$ cat config.mk
export PLATFORM = sky130hd
export DESIGN_NAME = dflow_replay_sequencer_flat
export DESIGN_NICKNAME = d
export VERILOG_FILES = /design/src/rtl/dflow_replay_sequencer_if.sv /design/src/rtl/dflow_replay_sequencer.sv /design/src/flat_wrapper.sv
export SDC_FILE = /design/constraint.sdc
export NUM_CORES = 1
export LEC_CHECK = 0
export BUFFER_PORTS_ARGS = -buffer_cell sky130_fd_sc_hd__buf_4
export CORE_MARGIN = 2
export CORE_UTILIZATION = 40
export DETAILED_ROUTE_END_ITERATION = 8
export PLACE_DENSITY_LB_ADDON = 0.15
export RECOVER_POWER = 100
export SYNTH_ARGS = -nofsm -noshare
export SYNTH_HDL_FRONTEND = slang
export SYNTH_SLANG_ARGS = --single-unit
$ cat constraint.sdc
create_clock -name clk -period 4.05 [get_ports clk]
set_clock_uncertainty 0.15 [all_clocks]
set_input_delay 0 -clock clk [delete_from_list [all_inputs] [get_ports clk]]
set_output_delay 0 -clock clk [all_outputs]
set_load 0.02 [all_outputs]
$ cat src/rtl/dflow_replay_sequencer_if.sv
// Core-side control bus of the dflow replay sequencer: run requests and the
// memory window toward the generator core, plus the core's status flags.
interface dflow_replay_sequencer_if #(
  parameter int QDR_ADDR_WIDTH = 19
);
  logic                      init_calib_complete;
  logic                      compelete_store;
  logic                      compelete_replay;
  logic                      sw_rst;
  logic                      start_store;
  logic                      start_replay;
  logic [QDR_ADDR_WIDTH-1:0] mem_addr_low;
  logic [QDR_ADDR_WIDTH-1:0] mem_addr_high;

  modport master (
    input  init_calib_complete, compelete_store, compelete_replay,
    output sw_rst, start_store, start_replay, mem_addr_low, mem_addr_high
  );

  modport slave (
    output init_calib_complete, compelete_store, compelete_replay,
    input  sw_rst, start_store, start_replay, mem_addr_low, mem_addr_high
  );
endinterface

$ cat src/rtl/dflow_replay_sequencer.sv
// Run-control FSM for the dflow generator core (qdr_clk domain).
// Sequence per job: wait calibration -> soft reset -> optional store ->
// replay passes separated by a programmable gap, with a per-phase watchdog
// and an abort path that always finishes with a soft-reset pulse.
// Every output is registered from the next-state decode, so a decision
// taken on the inputs of one cycle shows up on the outputs one cycle later.
module dflow_replay_sequencer #(
  parameter int QDR_ADDR_WIDTH = 19,
  parameter int LOOP_W         = 16,
  parameter int GAP_W          = 16,
  parameter int TIMEOUT_W      = 24,
  parameter int RST_CYCLES     = 8
) (
  input  logic                      clk,
  input  logic                      resetn,
  input  logic                      cmd_start,
  input  logic                      cmd_abort,
  input  logic                      cfg_store_en,
  input  logic [QDR_ADDR_WIDTH-1:0] cfg_mem_addr_low,
  input  logic [QDR_ADDR_WIDTH-1:0] cfg_mem_addr_high,
  input  logic [LOOP_W-1:0]         cfg_loop_count,
  input  logic [GAP_W-1:0]          cfg_gap_cycles,
  dflow_replay_sequencer_if.master  core,
  output logic                      busy,
  output logic                      done,
  output logic                      error,
  output logic [1:0]                err_code,
  output logic [LOOP_W-1:0]         loops_done
);

  localparam int RCW = (RST_CYCLES < 2) ? 1 : $clog2(RST_CYCLES);
  localparam logic [RCW-1:0] RST_LAST = RCW'(RST_CYCLES - 1);

  typedef enum logic [3:0] {
    S_IDLE, S_CALIB, S_RST, S_STORE, S_STORE_REL, S_GAP,
    S_REPLAY, S_REPLAY_REL, S_DONE, S_ERROR, S_ABORT
  } state_t;

  state_t             state, state_n;
  logic [RCW-1:0]     rst_cnt, rst_cnt_n;
  logic [GAP_W-1:0]   gap_cnt, gap_cnt_n;
  logic [TIMEOUT_W-1:0] wd_cnt, wd_cnt_n;
  logic               err_pulse, err_pulse_n;
  logic               store_en_q;
  logic [LOOP_W-1:0]  loop_q;
  logic [GAP_W-1:0]   gap_q;
  logic               done_n, error_n;
  logic [1:0]         err_code_n;
  logic [LOOP_W-1:0]  loops_n;
  logic               accept;
  logic               idle_like;
  logic               rst_last;
  logic               wd_hit;
  logic               gap_over;

  // State register.
  always_ff @(posedge clk or negedge resetn) begin
    if (!resetn) state <= S_IDLE;
    else         state <= state_n;
  end

  // Next-state decode plus the next values of counters and status flags.
  // The watchdog trips one count before all-ones so the phase lasts exactly
  // 2^TIMEOUT_W-1 cycles; the top two codes both count as expired so a
  // completion that lands on the last count still times out its *_REL wait.
  always_comb begin
    state_n     = state;
    rst_cnt_n   = rst_cnt;
    gap_cnt_n   = gap_cnt;
    wd_cnt_n    = '0;
    err_pulse_n = err_pulse;
    done_n      = done;
    error_n     = error;
    err_code_n  = err_code;
    loops_n     = loops_done;
    accept      = 1'b0;
    idle_like   = (state == S_IDLE) || (state == S_DONE) || (state == S_ERROR);
    rst_last    = (rst_cnt == RST_LAST);
    wd_hit      = &wd_cnt[TIMEOUT_W-1:1];
    gap_over    = ({1'b0, gap_cnt} + {{GAP_W{1'b0}}, 1'b1}) >= {1'b0, gap_q};

    if (cmd_abort && !idle_like && (state != S_ABORT)) begin
      state_n   = S_ABORT;
      rst_cnt_n = '0;
    end else begin
      case (state)
        S_IDLE, S_DONE, S_ERROR: begin
          if ((state == S_ERROR) && err_pulse) begin
            if (rst_last) err_pulse_n = 1'b0;
            else          rst_cnt_n   = rst_cnt + 1'b1;
          end
          if (cmd_start && !cmd_abort) begin
            accept      = 1'b1;
            done_n      = 1'b0;
            error_n     = 1'b0;
            err_code_n  = 2'd0;
            loops_n     = '0;
            err_pulse_n = 1'b0;
            rst_cnt_n   = '0;
            if (cfg_mem_addr_low > cfg_mem_addr_high) begin
              state_n    = S_ERROR;
              error_n    = 1'b1;
              err_code_n = 2'd1;
            end else begin
              state_n = S_CALIB;
            end
          end
        end
        S_CALIB: begin
          if (core.init_calib_complete) begin
            state_n   = S_RST;
            rst_cnt_n = '0;
          end
        end
        S_RST: begin
          if (rst_last) state_n   = store_en_q ? S_STORE : S_REPLAY;
          else          rst_cnt_n = rst_cnt + 1'b1;
        end
        S_STORE: begin
          wd_cnt_n = wd_cnt + 1'b1;
          if (core.compelete_store) begin
            state_n = S_STORE_REL;
          end else if (wd_hit) begin
            state_n     = S_ERROR;
            error_n     = 1'b1;
            err_code_n  = 2'd2;
            err_pulse_n = 1'b1;
            rst_cnt_n   = '0;
          end
        end
        S_STORE_REL: begin
          wd_cnt_n = wd_cnt + 1'b1;
          if (!core.compelete_store) begin
            state_n  = S_REPLAY;
            wd_cnt_n = '0;
          end else if (wd_hit) begin
            state_n     = S_ERROR;
            error_n     = 1'b1;
            err_code_n  = 2'd2;
            err_pulse_n = 1'b1;
            rst_cnt_n   = '0;
          end
        end
        S_REPLAY: begin
          wd_cnt_n = wd_cnt + 1'b1;
          if (core.compelete_replay) begin
            state_n = S_REPLAY_REL;
            loops_n = loops_done + 1'b1;
          end else if (wd_hit) begin
            state_n     = S_ERROR;
            error_n     = 1'b1;
            err_code_n  = 2'd3;
            err_pulse_n = 1'b1;
            rst_cnt_n   = '0;
          end
        end
        S_REPLAY_REL: begin
          wd_cnt_n = wd_cnt + 1'b1;
          if (!core.compelete_replay) begin
            if ((loop_q != '0) && (loops_done == loop_q)) begin
              state_n = S_DONE;
              done_n  = 1'b1;
            end else begin
              state_n   = S_GAP;
              gap_cnt_n = '0;
            end
          end else if (wd_hit) begin
            state_n     = S_ERROR;
            error_n     = 1'b1;
            err_code_n  = 2'd3;
            err_pulse_n = 1'b1;
            rst_cnt_n   = '0;
          end
        end
        S_GAP: begin
          if (gap_over) state_n   = S_REPLAY;
          else          gap_cnt_n = gap_cnt + 1'b1;
        end
        S_ABORT: begin
          if (rst_last) state_n   = S_IDLE;
          else          rst_cnt_n = rst_cnt + 1'b1;
        end
        default: state_n = S_IDLE;
      endcase
    end
  end

  // Counters, latched job configuration and registered outputs.
  always_ff @(posedge clk or negedge resetn) begin
    if (!resetn) begin
      rst_cnt            <= '0;
      gap_cnt            <= '0;
      wd_cnt             <= '0;
      err_pulse          <= 1'b0;
      store_en_q         <= 1'b0;
      loop_q             <= '0;
      gap_q              <= '0;
      core.sw_rst        <= 1'b0;
      core.start_store   <= 1'b0;
      core.start_replay  <= 1'b0;
      core.mem_addr_low  <= '0;
      core.mem_addr_high <= '0;
      busy               <= 1'b0;
      done               <= 1'b0;
      error              <= 1'b0;
      err_code           <= 2'd0;
      loops_done         <= '0;
    end else begin
      rst_cnt           <= rst_cnt_n;
      gap_cnt           <= gap_cnt_n;
      wd_cnt            <= wd_cnt_n;
      err_pulse         <= err_pulse_n;
      core.sw_rst       <= (state_n == S_RST) || (state_n == S_ABORT) ||
                           ((state_n == S_ERROR) && err_pulse_n);
      core.start_store  <= (state_n == S_STORE);
      core.start_replay <= (state_n == S_REPLAY);
      busy              <= !((state_n == S_IDLE) || (state_n == S_DONE) ||
                             (state_n == S_ERROR));
      done              <= done_n;
      error             <= error_n;
      err_code          <= err_code_n;
      loops_done        <= loops_n;
      if (accept) begin
        store_en_q         <= cfg_store_en;
        loop_q             <= cfg_loop_count;
        gap_q              <= cfg_gap_cycles;
        core.mem_addr_low  <= cfg_mem_addr_low;
        core.mem_addr_high <= cfg_mem_addr_high;
      end
    end
  end

endmodule

$ cat src/flat_wrapper.sv
// flat-port wrapper written by rule: the top's interface ports become plain ports
module dflow_replay_sequencer_flat 
#(
  parameter int QDR_ADDR_WIDTH = 19,
  parameter int LOOP_W         = 16,
  parameter int GAP_W          = 16,
  parameter int TIMEOUT_W      = 24,
  parameter int RST_CYCLES     = 8
)
  (clk, resetn, cmd_start, cmd_abort, cfg_store_en, cfg_mem_addr_low, cfg_mem_addr_high, cfg_loop_count, cfg_gap_cycles, busy, done, error, err_code, loops_done, core_init_calib_complete, core_compelete_store, core_compelete_replay, core_sw_rst, core_start_store, core_start_replay, core_mem_addr_low, core_mem_addr_high);
  dflow_replay_sequencer_if #(.QDR_ADDR_WIDTH(QDR_ADDR_WIDTH)) core_i ();
  input  logic clk;
  input  logic resetn;
  input  logic cmd_start;
  input  logic cmd_abort;
  input  logic cfg_store_en;
  input  logic [QDR_ADDR_WIDTH-1:0] cfg_mem_addr_low;
  input  logic [QDR_ADDR_WIDTH-1:0] cfg_mem_addr_high;
  input  logic [LOOP_W-1:0] cfg_loop_count;
  input  logic [GAP_W-1:0] cfg_gap_cycles;
  output logic busy;
  output logic done;
  output logic error;
  output logic [1:0] err_code;
  output logic [LOOP_W-1:0] loops_done;
  input wire logic [$bits(core_i.init_calib_complete)-1:0] core_init_calib_complete;
  input wire logic [$bits(core_i.compelete_store)-1:0] core_compelete_store;
  input wire logic [$bits(core_i.compelete_replay)-1:0] core_compelete_replay;
  output wire logic [$bits(core_i.sw_rst)-1:0] core_sw_rst;
  output wire logic [$bits(core_i.start_store)-1:0] core_start_store;
  output wire logic [$bits(core_i.start_replay)-1:0] core_start_replay;
  output wire logic [$bits(core_i.mem_addr_low)-1:0] core_mem_addr_low;
  output wire logic [$bits(core_i.mem_addr_high)-1:0] core_mem_addr_high;
  assign core_i.init_calib_complete = core_init_calib_complete;
  assign core_i.compelete_store = core_compelete_store;
  assign core_i.compelete_replay = core_compelete_replay;
  assign core_sw_rst = core_i.sw_rst;
  assign core_start_store = core_i.start_store;
  assign core_start_replay = core_i.start_replay;
  assign core_mem_addr_low = core_i.mem_addr_low;
  assign core_mem_addr_high = core_i.mem_addr_high;
  dflow_replay_sequencer #(.QDR_ADDR_WIDTH(QDR_ADDR_WIDTH), .LOOP_W(LOOP_W), .GAP_W(GAP_W), .TIMEOUT_W(TIMEOUT_W), .RST_CYCLES(RST_CYCLES)) u_core (.clk(clk), .resetn(resetn), .cmd_start(cmd_start), .cmd_abort(cmd_abort), .cfg_store_en(cfg_store_en), .cfg_mem_addr_low(cfg_mem_addr_low), .cfg_mem_addr_high(cfg_mem_addr_high), .cfg_loop_count(cfg_loop_count), .cfg_gap_cycles(cfg_gap_cycles), .core(core_i), .busy(busy), .done(done), .error(error), .err_code(err_code), .loops_done(loops_done));
endmodule
==> impl_metrics.py, run 1 <==
metrics = {
    "yosys": {
        "synth_top_flop_cell": "dfrtp_1",
        "yosysUniqueCellTypes": 69,
        "ys_async_sr_fraction_pct": 100,
        "yosysSeqAreaShare_pct": 46.0,
        "yosysTopAreaCellShare_pct": 46.0,
        "synth.most_common_cell": "nand2_1",
        "synth_area_um2": 7780,
        "ys_top_cells_by_area": "dfrtp_1 (46%), nand2_1 (9.7%), ha_1 (6.3%), o21ai_0 (4.2%), xor2_1 (4.1%)",
        "synthTopCellsByCount": "nand2_1 (201), dfrtp_1 (143), nor2_1 (67)",
        "synthCells": 883,
        "syn_avg_cell_area_um2": 8.82,
        "ys_ff_latch": 143,
        "synth_warnings": 0,
        "synth_fp_nets": 1000,
        "synth_top_area_cell": "dfrtp_1",
        "synth_edf_count": 0,
    },
    "sta": {
        "slew_headroom_pct": -28.3,
        "hold_violations": 0,
        "fin_tns_setup_ns": 0,
        "clock.fmax_mhz": 268,
        "slew_viol_final": 78,
        "finalCriticalPeriod_ns": 3.74,
        "tightest_slew_ns": 1.92,
        "fin_crit_sh_pct": 92.3,
        "rsz0062_at_grt": "false",
        "hold_ws_ns": 0.0265,
        "finalSetupViolCount": 0,
    },
    "die": {
        "ios": 140,
        "rows": 51,
        "fp.dieH_um": 144,
        "die_w_um": 144,
        "dieArea_um2": 20600,
        "start_util_pct": 40.4,
        "core_um2": 19300,
    },
    "power_and_ir_drop": {
        "p_sw_share_pct": 35.8,
        "clkPwrFrac_pct": 30.1,
        "p_sw_mw": 1.93,
        "peakVddDrop_v": 0.000334,
        "p_comb_share_pct": 30.7,
        "intPower_mw": 3.46,
        "power-per-cell-area_nw_per_um2": 525,
        "power_frac_seq_pct": 39.1,
        "leakage_nw": 4.89,
        "fin_total_pwr_mw": 5.39,
    },
    "cts": {
        "cts_buffer_depth": 2,
        "clockRootBuffer": "clkbuf_16",
        "cts_tree": "yes",
        "htreeDepth": 4,
        "clk_pin_slew_ns": 0.06,
        "cts_buffers": 17,
        "cts_sinks": 143,
        "clk_latency_ns": 0.42,
    },
    "worst_setup_path": {
        "start_kind": "flip-flop",
        "required_ns": 4.22,
        "max_stage_delay_ns": 0.41,
        "critical_path_class": "flip-flop to flip-flop",
        "reg2reg_slack_ns": 0.31,
        "path_buf_inv": 0,
        "setup.worst_path.end_class": "flip-flop",
        "critPathTopFamily": "compound AO/OA/AOI/OAI gates",
        "cpMaxStageDelayCell": "dfrtp_1",
        "worstPathMaxFanout": 5,
        "cp_cell_sequence": "ha_1, and2_1, nand4_1, nor2_1, nand3_1, nor2_1, xor2_1, ha_1, a21o_1, a21oi_1, o31a_1, o2111ai_1, a31oi_1, nand2_1, o32ai_1",
        "worstPathArrival_ns": 3.90,
    },
    "route": {
        "routedWlPerCell_um": 14.9,
        "vias": 6850,
        "viasPerCell": 4.97,
        "drcViolationCount": 0,
        "first_pass_iters": 4,
        "first_iter_violations": 357,
        "routed_wl_um": 20500,
        "antenna_left": 0,
    },
    "finish": {
        "drive_above_1_share_pct": 12.3,
        "finalNetCount": 1219,
        "syn2layout_area_growth_pct": 31.9,
        "fin_cells": 1377,
        "antenna_cells": 0,
        "fillers": 1886,
        "post-route-util_pct": 53.3,
    },
    "outcome": {
        "status": "complete, but fails checks",
        "violations": "max-capacitance violations, max-slew violations",
    },
    "placed_design": {
        "hpwl_um": 14300,
        "dp_cells": 1269,
        "place.gp.congestion": 0.838,
        "numPortBuffers": 139,
    },
    "global_route": {
        "antenna_found_initial": 0,
        "grt_first_pass_wirelength_um": 33800,
        "grt_use_total_pct": 20.7,
        "grt_pass1_vias": 6788,
        "grt_max_degree": 79,
        "overflow": 0,
    },
    "run": {
        "max-cap-violations": 1,
    },
    "hold_path": {
        "min_path_type": "primary input to flip-flop",
    },
}
==> power groups by stage <==
stage,registers [mW],logic [mW],clock network [mW]
floorplan,2.29,0.898,0
global placement,2.13,1.75,0
detailed placement,2.13,1.78,0
CTS,2.12,1.84,1.67
global route,2.17,1.88,1.72
finish,2.11,1.66,1.62
==> tightest hold or removal path: stages <==
cell	delay, ns
buf_4	0.09
o32ai_1	0.08
nand4_1	0.14
nand2_1	0.06
a22o_1	0.17
==> registers in the layout (all words and copies together) (netlist names), 2 cells and up <==
register                   flops
u_core.wd_cnt                 24
u_core.core.mem_addr_high     19
u_core.core.mem_addr_low      19
u_core.gap_cnt                16
u_core.gap_q                  16
u_core.loop_q                 16
u_core.loops_done             16
u_core.state                   4
u_core.rst_cnt                 3
u_core.err_code                2
==> layer usage <==
metal  GRT usage (%)  vias up  share of wire (%)
met2            32.8      137                 47
met3            5.06       23                4.3
li1                -     3461                  -
met1            28.2     3229                 47
met4            6.35        0                2.0
met5               0        -                  0
==> placed cells by master (no fill, tap or decap), drive strengths merged, types with 3 or more instances in the layout <==
master,netlist,routed
a21oi,26,26
a211oi,6,6
ha,39,39
nor4,12,12
a22o,8,8
and4,3,3
o211ai,5,5
mux2i,3,3
buf,8,87
and3,11,11
or3,12,12
o31ai,5,5
a21o,3,3
nand4,23,23
o21ai,68,68
dfrtp,143,143
nor3b,3,3
a31o,3,3
clkinv,0,4
inv,53,54
nand2,201,201
bufinv,0,4
xor2,36,36
nor2,68,68
clkbuf,24,87
xnor2,25,25
nor2b,11,11
dlygate4sd3,0,76
and2,7,7
nor3,13,13
a2bb2oi,3,3
or2,4,4
nand3,21,21
==> cells by family after synthesis <==
| group | after synthesis | synth area share (%) |
|---|---|---|
| xor gates and xnor gates | 61 | 6.86 |
| AOI/OAI and AO/OA | 152 | 12.4 |
| buffers and inverters | 85 | 4.32 |
| muxes | 4 | 0.530 |
| DFF | 143 | 46.0 |
| adders and majority gates | 40 | 6.41 |
| and+or+nand+nor | 398 | 23.5 |
==> metrics by stage <==
stage | area [µm²] | setup WS, ns
final | 10300 | 0.314
after global routing | 10300 | 0.00317
after CTS | 10500 | 0.135
after detailed placement | 9150 | 0.149
after global placement | 9150 | 0.244
after floorplan | 7780 | 0.497
==> cell type report <==
cell class / count / area (µm²) / area share, %
timing repair buffer: 232 / 1680 / 16.4
multi-input combinational: 655 / 3880 / 37.8
tap: 265 / 332 / 3.23
clock inverter: 11 / 168 / 1.63
inverter: 53 / 199 / 1.94
clock buffer: 18 / 429 / 4.18
sequential: 143 / 3580 / 34.9
==> what timing repair did <==
item | 4_1_cts | 5_1_grt
resized for setup | 0 | 2
setup buffers | 0 | 3
hold endpoints to repair | 152 | 0
endpoints found under the setup margin | 0 | 17
hold buffers | 76 | 0
==> worst paths after layout <==
path / start / end / cells past startpoint
max in group asynchronous: resetn / u_core.loops_done[3]$_DFFE_PN0P_ / 3
setup / recovery: u_core.gap_cnt[0]$_DFFE_PN0P_ / u_core.core.sw_rst$_DFF_PN0_ / 15
min in group asynchronous: resetn / u_core.gap_q[4]$_DFFE_PN0P_ / 2
hold / removal: cmd_start / u_core.rst_cnt[2]$_DFFE_PN0P_ / 5
hold reg to reg: u_core.wd_cnt[0]$_DFF_PN0_ / u_core.wd_cnt[0]$_DFF_PN0_ / 1
setup reg to reg: u_core.gap_cnt[0]$_DFFE_PN0P_ / u_core.core.sw_rst$_DFF_PN0_ / 15
Note: power is estimated with default switching activity, not from simulation.
==> run 2, diff against run 1 <==
Settings changed: PLACE_DENSITY_LB_ADDON 0.15 to not set.
==> run 2 against run 1 <==
Against the previous run:
- the run still ends with max-capacitance violations, max-slew violations left
- largest power group unchanged
- first-iteration DRC count increased by 0.56%
- die area unchanged
- combinational power about the same
- global-route usage decreased by 0.55 points
- sequential power about the same
- non-clock buffer count decreased by 4
- via count increased by 0.19%
- total power decreased by 0.93%
- worst setup slack improved by 0.027 ns
==> impl_metrics.py, run 2 (synthesis gave the netlist of run 1 again) <==
metrics = {
    "route": {
        "vias": 6863,
        "viasPerCell": 4.99,
        "first_iter_violations": 359,
        "routedWlPerCell_um": 14.9,
        "drcViolationCount": 0,
        "antenna_left": 0,
        "routed_wl_um": 20400,
        "first_pass_iters": 5,
    },
    "global_route": {
        "grt_first_pass_wirelength_um": 33100,
        "grt_use_total_pct": 20.2,
        "grt_max_degree": 90,
        "grt_pass1_vias": 6568,
        "overflow": 0,
        "antenna_found_initial": 0,
    },
    "die": {
        "ios": 140,
        "fp.dieH_um": 144,
        "dieArea_um2": 20600,
        "rows": 51,
        "core_um2": 19300,
        "die_w_um": 144,
        "start_util_pct": 40.4,
    },
    "sta": {
        "finalCriticalPeriod_ns": 3.71,
        "tightest_slew_ns": 2.26,
        "slew_headroom_pct": -50.8,
        "hold_violations": 0,
        "fin_tns_setup_ns": 0,
        "rsz0062_at_grt": "false",
        "fin_crit_sh_pct": 91.6,
        "fin_ws_ns": 0.341,
        "clock.fmax_mhz": 270,
        "slew_viol_final": 131,
        "finalSetupViolCount": 0,
    },
    "worst_setup_path": {
        "max_stage_delay_ns": 0.41,
        "path_buf_inv": 0,
        "path_common_cell": "ha_1",
        "setup.worst_path.end_class": "flip-flop",
        "worstPathArrival_ns": 3.88,
        "worstPathMaxFanout": 5,
        "cp_cell_sequence": "ha_1, and2_1, nand4_1, nor2_2, nand3_2, nor2_1, xor2_1, ha_1, a21o_1, a21oi_1, o31a_1, o2111ai_1, a31oi_1, nand2_1, o32ai_1",
        "critPathTopFamily": "compound AO/OA/AOI/OAI gates",
        "required_ns": 4.22,
        "start_kind": "flip-flop",
        "cpMaxStageDelayCell": "dfrtp_2",
        "critical_path_class": "flip-flop to flip-flop",
    },
    "outcome": {
        "status": "complete, but fails checks",
        "violations": "max-capacitance violations, max-slew violations",
    },
    "placed_design": {
        "numPortBuffers": 139,
        "dpl_cell_area_um2": 9130,
        "hpwl_um": 14200,
        "place_ws_ns": 0.236,
        "dp_cells": 1268,
        "place.gp.congestion": 0.860,
    },
    "finish": {
        "fillers": 1854,
        "finalInstanceArea_um2": 10200,
        "finalNetCount": 1215,
        "fin_cells": 1375,
        "antenna_cells": 0,
        "drive_above_1_share_pct": 12.3,
        "post-route-util_pct": 53.0,
        "mostFrequentLayoutCells": "nand2_1 (201), dfrtp_1 (142), buf_4 (84)",
        "final_common_cell": "nand2_1",
        "reg_top3": "u_core.wd_cnt (24), u_core.core.mem_addr_high (19), u_core.core.mem_addr_low (19)",
        "syn2layout_area_growth_pct": 31.3,
        "regMostFlops": "u_core.wd_cnt",
        "largest_register_ffs": 24,
    },
    "hold_path": {
        "min_path_type": "primary input to flip-flop",
    },
    "cts": {
        "cts_tree": "yes",
        "cts_buffers": 17,
        "clockRootBuffer": "clkbuf_16",
        "cts_sinks": 143,
        "clk_latency_ns": 0.42,
        "clk_pin_slew_ns": 0.06,
        "cts_buffer_depth": 2,
        "htreeDepth": 4,
    },
    "run": {
        "max-cap-violations": 2,
    },
    "power_and_ir_drop": {
        "peakVddDrop_v": 0.000327,
        "power-per-cell-area_nw_per_um2": 523,
        "leakage_nw": 4.80,
    },
}
## run 2: power breakdown
part	total (mW)	internal [mW]	switching (mW)
clock	1.59	0.963	0.625
combinational	1.64	0.609	1.03
sequential	2.11	1.82	0.295
total	5.34	3.39	1.95
## run 2: final timing paths
kind                                               start                                 endpoint  slack [ns]  cells past startpoint
max                        u_core.gap_cnt[0]$_DFFE_PN0P_             u_core.core.sw_rst$_DFF_PN0_        0.34                     15
min                                            cmd_start  u_core.core.mem_addr_low[7]$_DFFE_PN0P_        0.04                      6
max reg2reg                u_core.gap_cnt[0]$_DFFE_PN0P_             u_core.core.sw_rst$_DFF_PN0_        0.34                     15
min reg2reg                   u_core.wd_cnt[0]$_DFF_PN0_               u_core.wd_cnt[0]$_DFF_PN0_        0.31                      1
max in group asynchronous                         resetn            u_core.gap_cnt[0]$_DFFE_PN0P_        1.22                      3
min in group asynchronous                         resetn               u_core.wd_cnt[5]$_DFF_PN0_        0.60                      2
## run 2: layer usage
| layer | track usage (%) | wire [µm] | vias to the layer above |
|---|---|---|---|
| met5 | 0 | 0 | - |
| met4 | 4.85 | 271 | 0 |
| met3 | 5.36 | 987 | 21 |
| met2 | 33.1 | 9890 | 154 |
| met1 | 26.7 | 9290 | 3231 |
| li1 | - | - | 3457 |
## run 2: through the flow
step,hold slack (ns),power (mW)
floorplan,-0.446,3.19
global placement,-0.0184,3.87
global route,0.0899,5.70
finish,0.0362,5.34
detailed placement,-0.0120,3.90
CTS,0.0314,5.57
## run 2: what timing repair did
action | in CTS | in global routing
setup endpoints to repair | 0 | 21
hold buffers | 75 | 0
gates resized for setup | 0 | 9
buffers inserted | 0 | 1
endpoints found under the hold margin | 164 | 0
## run 2: worst min-delay path: stages
cell,delay [ns]
buf_4,0.12
nand2b_1,0.09
nor4_1,0.07
buf_4,0.19
nand2_1,0.08
nand2_1,0.04
## run 2: cell type report
class,count,area (µm²),share of cell area (%)
Sequential cell,143,3580,35.0
Tap cell,265,332,3.24
Timing Repair Buffer,228,1640,16.1
Multi-Input combinational cell,655,3870,37.9
Clock buffer,17,425,4.16
Inverter,53,199,1.95
Clock inverter,14,168,1.64
==> run 3, diff against run 2 <==
Settings changed: CELL_PAD_IN_SITES_DETAIL_PLACEMENT set to 0, CELL_PAD_IN_SITES_GLOBAL_PLACEMENT set to 2, CORE_UTILIZATION 40 to 34, PLACE_DENSITY_LB_ADDON set to 0.1.
==> run 3 against run 2 <==
Against the previous run:
- the run still ends with max-capacitance violations, max-slew violations left
- sequential share of layout area is 0.28 points lower
- hold slack better by 0.014 ns
- design area is 0.78% higher
- critical path depth stayed put
- largest power group unchanged
- register-to-register slack better by 0.08 ns
- critical path type unchanged
- total power is 3.4% higher
- cell count is 1.5% higher
- combinational power hardly changed
- clock power is 11% higher
- fmax is 2.2% higher
==> impl_metrics.py, run 3 (synthesis gave the netlist of run 1 again) <==
metrics = {
    "outcome": {
        "status": "complete, but fails checks",
        "violations": "max-capacitance violations, max-slew violations",
    },
    "sta": {
        "hold_violations": 0,
        "finalCriticalPeriod_ns": 3.63,
        "slew_viol_final": 205,
        "rsz0062_at_grt": "false",
        "clock.fmax_mhz": 276,
        "finalSetupViolCount": 0,
        "fin_tns_setup_ns": 0,
        "tightest_slew_ns": 2.29,
        "fin_crit_sh_pct": 89.6,
        "slew_headroom_pct": -52.5,
    },
    "worst_setup_path": {
        "worstPathArrival_ns": 3.79,
        "required_ns": 4.22,
        "critical_path_class": "flip-flop to flip-flop",
        "reg2reg_slack_ns": 0.42,
        "path_buf_inv": 0,
        "worstPathMaxFanout": 5,
        "cpMaxStageDelayCell": "dfrtp_1",
        "setup.worst_path.end_class": "flip-flop",
        "cp_cell_sequence": "ha_1, and2_1, nand4_1, nor2_1, nand3_1, nor2_1, xor2_1, ha_1, a21o_1, a21oi_1, o31a_1, o2111ai_1, a31oi_1, nand2_1, o32ai_1",
        "start_kind": "flip-flop",
        "max_stage_delay_ns": 0.40,
        "critPathTopFamily": "compound AO/OA/AOI/OAI gates",
    },
    "finish": {
        "final_common_cell": "nand2_1",
        "antenna_cells": 0,
        "largest_register_ffs": 24,
        "regMostFlops": "u_core.wd_cnt",
        "mostFrequentLayoutCells": "nand2_1 (201), dfrtp_1 (143), buf_4 (85)",
        "reg_top3": "u_core.wd_cnt (24), u_core.core.mem_addr_high (19), u_core.core.mem_addr_low (19)",
        "fillers": 2288,
        "finalNetCount": 1215,
        "drive_above_1_share_pct": 12.1,
        "syn2layout_area_growth_pct": 32.3,
    },
    "die": {
        "start_util_pct": 34.5,
        "dieArea_um2": 24100,
        "ios": 140,
        "die_w_um": 155,
        "fp.dieH_um": 155,
        "rows": 55,
        "core_um2": 22600,
    },
    "power_and_ir_drop": {
        "leakage_nw": 4.84,
        "power-per-cell-area_nw_per_um2": 536,
        "fin_total_pwr_mw": 5.52,
        "peakVddDrop_v": 0.000271,
    },
    "global_route": {
        "overflow": 0,
        "grt_use_total_pct": 18.5,
        "grt_first_pass_wirelength_um": 35400,
        "grt_max_degree": 86,
        "grt_pass1_vias": 6779,
        "antenna_found_initial": 0,
    },
    "route": {
        "viasPerCell": 4.82,
        "met1_length_um": 10400,
        "routedWlPerCell_um": 15.6,
        "top_layer": "met4",
        "first_pass_iters": 4,
        "drcViolationCount": 0,
        "antenna_left": 0,
        "wl_met2_um": 10400,
        "wl_met3_um": 781,
        "first_iter_violations": 287,
        "routed_wl_um": 21800,
        "vias": 6729,
    },
    "cts": {
        "clockRootBuffer": "clkbuf_16",
        "cts_tree": "yes",
        "cts_buffer_depth": 2,
        "clk_latency_ns": 0.42,
        "cts_sinks": 143,
        "post_cts_buffers": 0,
        "cts_buffers": 17,
        "htreeDepth": 4,
        "clk_pin_slew_ns": 0.06,
    },
    "placed_design": {
        "place.gp.congestion": 0.816,
        "numPortBuffers": 139,
        "hpwl_um": 15100,
    },
    "run": {
        "max-cap-violations": 3,
    },
    "hold_path": {
        "min_path_type": "primary input to flip-flop",
    },
}
-- run 3: changes by cell type in the layout (fill, tap and decap cells not counted), moves of 2 or more --
cell / previous run / this run
bufinv_16: 3 / 5
nand3_2: 3 / 1
nand3_1: 18 / 20
clkinv_2: 4 / 0
-- run 3: worst paths after layout --
path,from,end,cells past startpoint
hold reg to reg,u_core.wd_cnt[0]$_DFF_PN0_,u_core.wd_cnt[0]$_DFF_PN0_,1
setup reg to reg,u_core.gap_cnt[0]$_DFFE_PN0P_,u_core.core.sw_rst$_DFF_PN0_,15
min in group asynchronous,resetn,u_core.gap_q[6]$_DFFE_PN0P_,2
setup / recovery,u_core.gap_cnt[0]$_DFFE_PN0P_,u_core.core.sw_rst$_DFF_PN0_,15
hold / removal,cmd_start,u_core.rst_cnt[2]$_DFFE_PN0P_,5
max in group asynchronous,resetn,u_core.core.mem_addr_low[4]$_DFFE_PN0P_,2
-- run 3: where the power goes --
group / internal, mW / switching (mW)
Sequential: 1.82 / 0.306
Combinational: 0.616 / 1.02
Clock: 1.11 / 0.650
Total: 3.55 / 1.97
-- run 3: layout make-up --
class	count	area [µm²]	share of cell area, %
tap	285	357	3.46
clock buffer	19	443	4.30
inverter	53	199	1.93
timing repair buffer	228	1660	16.2
multi-input combinational	655	3850	37.4
clock inverter	12	209	2.03
sequential	143	3580	34.7
-- run 3: routing by layer --
layer  global-route usage [%]  vias up
met5                        0        -
met2                     30.8       96
li1                         -     3436
met1                     24.5     3186
met4                     4.67        0
met3                     3.93       11
-- run 3: repair_timing --
item,CTS,global route
gates resized for setup,0,1
hold buffers,75,0
hold endpoints to repair,159,0
setup endpoints to repair,0,3
-- run 3: worst register-to-register path: stages (launching register included) --
cell and delay (ns):
dfrtp_1 0.40, ha_1 0.23, and2_1 0.20, nand4_1 0.13, nor2_1 0.17, nand3_1 0.18, nor2_1 0.17, xor2_1 0.20
ha_1 0.27, a21o_1 0.16, a21oi_1 0.13, o31a_1 0.21, o2111ai_1 0.16, a31oi_1 0.37, nand2_1 0.12, o32ai_1 0.27
-- run 3: through the flow --
stage / area [µm²] / util (%) / worst slack, ns / std cells / hold slack [ns]
floorplan: 7780 / - / 0.497 / 883 / -0.446
CTS: 10600 / 46.9 / 0.271 / 1395 / 0.0382
global route: 10300 / 45.6 / 0.0622 / 1395 / 0.0399
finish: 10300 / 45.6 / 0.422 / 1395 / 0.0505
detailed placement: 9180 / 40.6 / 0.288 / 1289 / -0.0214
global placement: 9180 / 40.6 / 0.426 / 1289 / -0.0217
